[config.mk]
export PLATFORM = sky130hd
export DESIGN_NAME = dsp_adder24
export DESIGN_NICKNAME = d
export VERILOG_FILES = /design/src/rtl/dsp_adder24.sv
export SDC_FILE = /design/constraint.sdc
export NUM_CORES = 1
export LEC_CHECK = 0
export CAP_MARGIN = 10
export CELL_PAD_IN_SITES_DETAIL_PLACEMENT = 0
export CELL_PAD_IN_SITES_GLOBAL_PLACEMENT = 2
export CORE_UTILIZATION = 34
export CTS_BUF_LIST = sky130_fd_sc_hd__clkbuf_4 sky130_fd_sc_hd__clkbuf_8
export CTS_CLUSTER_DIAMETER = 200
export DETAILED_ROUTE_END_ITERATION = 8
export PLACE_DENSITY_LB_ADDON = 0.1
export SLEW_MARGIN = 5
export SYNTH_ARGS = -nofsm -noshare
export SYNTH_HDL_FRONTEND = slang
export SYNTH_SLANG_ARGS = --single-unit
[constraint.sdc]
create_clock -name CLK -period 5.95 [get_ports CLK]
set_clock_uncertainty 0.1 [all_clocks]
set_input_delay 0.595 -clock CLK [delete_from_list [all_inputs] [get_ports CLK]]
set_output_delay 0.595 -clock CLK [all_outputs]
set_load 0.01 [all_outputs]
[src/rtl/dsp_adder24.sv]
// Dual-lane unsigned adder with a two-stage pipeline (operand register, sum register).
// Define DSP_ADDER24_CE_EN to add a clock-enable input CE; RST overrides CE.
module dsp_adder24 #(
    parameter int unsigned WIDTH = 24
) (
    input  logic             CLK,
    input  logic             RST,
`ifdef DSP_ADDER24_CE_EN
    input  logic             CE,
`endif
    input  logic [WIDTH-1:0] AIN1,
    input  logic [WIDTH-1:0] AIN2,
    input  logic [WIDTH-1:0] BIN1,
    input  logic [WIDTH-1:0] BIN2,
    output logic [WIDTH:0]   OUT1,
    output logic [WIDTH:0]   OUT2
);

    logic             en;
    logic [WIDTH-1:0] a1_q, a2_q, b1_q, b2_q;
    logic [WIDTH:0]   sum1_q, sum2_q;
    logic [WIDTH:0]   sum1_d, sum2_d;

`ifdef DSP_ADDER24_CE_EN
    assign en = CE;
`else
    assign en = 1'b1;
`endif

    // Each lane is widened on its own, so no carry can reach the other lane.
    always_comb begin
        sum1_d = {1'b0, a1_q} + {1'b0, a2_q};
        sum2_d = {1'b0, b1_q} + {1'b0, b2_q};
    end

    always_ff @(posedge CLK) begin
        if (RST) begin
            a1_q   <= '0;
            a2_q   <= '0;
            b1_q   <= '0;
            b2_q   <= '0;
            sum1_q <= '0;
            sum2_q <= '0;
        end else if (en) begin
            a1_q   <= AIN1;
            a2_q   <= AIN2;
            b1_q   <= BIN1;
            b2_q   <= BIN2;
            sum1_q <= sum1_d;
            sum2_q <= sum2_d;
        end
    end

    assign OUT1 = sum1_q;
    assign OUT2 = sum2_q;

endmodule

==> run summary <==
status -> complete, but fails checks
failing checks -> design-rule violations
Synth top area share -> 45.98%
first-pass GRT wire length -> 24150 µm
GPL Wtd Cong -> 0.7982
final setup vio count -> 0
internal power -> 1.742 mW
Post-Route Setup TNS -> 0 ns
Hold Buf Count CTS -> 0
CTS buffer count -> 17
sw frac -> 24.55%
wire length per cell -> 14.18 µm
Sw Pwr -> 0.5668 mW
largest cells by area after synthesis -> dfxtp_1, nor2b_1, ha_1
vias per cell -> 4.829
Netlist cell types -> 65
Antenna Violating Nets Remaining -> 0
post-synthesis cell count -> 660
drt initial violations -> 195
aggregate routed wire length -> 14840 µm
Post-Syn Nets -> 808
vias in the first global route -> 4858
Resize count post-CTS -> 0
die width -> 138.7 µm
synthesized cell area -> 6357 µm²
Top-Level Pins -> 148
Final Max Slew Viols -> 0
Min-Delay Startpoint -> a2_q[0]
crit end category -> flop
cell total after placement -> 1017
FF-to-FF setup slack -> 3.24 ns
RR Startpoint -> a1_q[0]
synthesized area per cell -> 9.632 µm²
area leader, netlist -> dfxtp_1
clock buffer depth -> 2
Critical Path Start Type -> flop
global-route usage over all layers -> 15.79%
clock root buffer -> clkbuf_8
WS Path Type -> reg -> reg
Seq cells post-synth -> 146
Clk Latency, worst-skew pair -> 0.44 ns
Post-synth EDFFs -> 0
die height -> 138.7 µm
RSZ-0062 raised after global routing -> false
Max-slew headroom -> 38.83%
via count -> 5056
Combinational Power Share -> 16.8%
synth cell count leaders -> dfxtp_1, nor2b_1, nor2_1
MaxCap Viol Count -> 0
Initial DRT Pass Iterations -> 9
Peak Freq -> 369.4 MHz
Critical Path RT -> 6.18 ns
antenna violations before repair -> 0
critical path peak fanout -> 4
Ys Warns -> 0
largest net degree at the start of global routing -> 95
Starting Density -> 35.03%
register area share after synthesis -> 45.98%
core area -> 18150 µm²
clock network fraction of total power -> 37.1%
total inserted antenna cells -> 0
CTS sink count -> 146
part of the cycle the worst path needs -> 45.50%
share of layout cells above drive strength 1 -> 5.257%
Flop pwr share -> 46.1%
PortBufs -> 147
CP Data Arrival Time -> 2.93 ns
worst r2r path cells -> 9
CTS tree -> yes
WHS Path Cells -> 2
Reg clk slew, reported paths -> 0.08 ns
grt total ovfl -> 0
htree depth -> 4
Async SR Flop Fraction -> 0%
most frequent cell after synthesis -> dfxtp_1
die area -> 19250 µm²
worst min path class -> reg -> reg
Slew @ Worst Pin -> 0.9176 ns
P&R area growth vs syn -> 33.42%
final std cells w/o fill -> 1047
Hold Vio Cnt, Final -> 0
Rows -> 49
Period minus WS final -> 2.707 ns
main flop type after synthesis -> dfxtp_1
reg2reg end -> OUT1[22]
post-detail-place hpwl -> 10990 µm
Post-layout nets -> 955
# DRC -> 11
CP Launch Point -> a1_q[0]
PwrDens -> 272.2 nW/µm²
setup repair bufs after CTS -> 0
Leakage -> 3.549 nW
Worst VDD drop -> 0.0001243 V
Hold EP -> OUT1[0]
[stage by stage]
| step | setup WS [ns] | utilization (%) | power (mW) | cell area [µm²] | hold WS [ns] |
|---|---|---|---|---|---|
| floorplan | 3.423 | - | 1.297 | 6357 | 0.4241 |
| global placement | 3.311 | 44.33 | 1.475 | 8044 | 0.4455 |
| detailed placement | 3.257 | 44.33 | 1.477 | 8044 | 0.4464 |
| CTS | 3.251 | 46.74 | 2.344 | 8482 | 0.4626 |
| global route | 3.109 | 46.74 | 2.425 | 8482 | 0.5134 |
| finish | 3.243 | 46.74 | 2.309 | 8482 | 0.4590 |
[registers in the layout, summed over array words and instances (netlist names)]
register and flops:
b1_q 24, a1_q 24, OUT1 25, OUT2 25, a2_q 24, b2_q 24
[critical path, stage by stage (launching register included)]
cell,delay [ns]
dfxtp_1,0.30
ha_1,0.22
fa_1,0.43
a211oi_1,0.25
nor2_1,0.13
o211a_4,0.29
a21oi_4,0.15
o21ai_2,0.10
a221oi_2,0.27
mux2_1,0.36
[cell families after synthesis]
group,Yosys count,share of synthesized area (%)
AOI/OAI and AO/OA,154,16.16
buffers and inverters,31,1.850
and+or+nand+nor,248,21.41
muxes,7,1.220
DFF,146,45.98
xor gates and xnor gates,24,3.306
adders and majority gates,50,10.08
[cells in the final DEF (no fill, tap or decap), drive strengths merged, types with 3 or more instances in the layout]
master / Yosys / layout
nor2: 55 / 55
nand2b: 3 / 3
nor3: 12 / 12
o21ai: 29 / 29
xor2: 12 / 12
a211oi: 8 / 8
or3: 3 / 3
o21bai: 5 / 5
nand2: 18 / 18
nand3: 14 / 14
a21oi: 54 / 54
clkbuf: 17 / 21
bufinv: 0 / 4
inv: 11 / 11
nand4: 5 / 5
dfxtp: 146 / 146
clkinv: 0 / 4
o21a: 7 / 7
nor2b: 114 / 114
xnor2: 12 / 12
clkdlybuf4s50: 0 / 146
mux2: 6 / 6
and3: 7 / 7
o211ai: 4 / 4
ha: 48 / 48
and2: 3 / 3
nor3b: 5 / 5
a21o: 21 / 21
[worst max path at each step]
stage	to	slack, ns	depth (start not counted)
2_1_floorplan	OUT1[22]	3.42	9
3_3_place_gp	OUT1[22]	3.31	9
3_5_place_dp	OUT1[22]	3.26	4
4_1_cts	OUT1[22]	3.25	9
5_1_grt	OUT1[22]	3.11	9
6_report	OUT1[22]	3.24	9
[power groups by stage]
stage	Clock (mW)	Combinational [mW]	Sequential (mW)
after floorplan	0	0.199	1.10
after global placement	0	0.387	1.09
after detailed placement	0	0.388	1.09
after CTS	0.887	0.391	1.07
after global routing	0.927	0.427	1.07
final	0.856	0.388	1.06
[area by class of cell]
class / count / area (µm²)
clock inverter: 9 / 155.1
inverter: 11 / 41.29
tap: 229 / 286.5
timing repair buffer: 148 / 1476
sequential: 146 / 2923
multi-input combinational: 483 / 3317
fill: 1748 / 9666
clock buffer: 21 / 282.8
[metal layers]
layer	up-vias	track usage (%)	share of wire (%)
li1	2594	-	-
met1	2334	22.29	51
met2	124	23.35	43
met3	4	4.316	5.0
met4	0	4.737	0.53
met5	-	0	0
No activity file was read; power rests on OpenSTA's default activity.
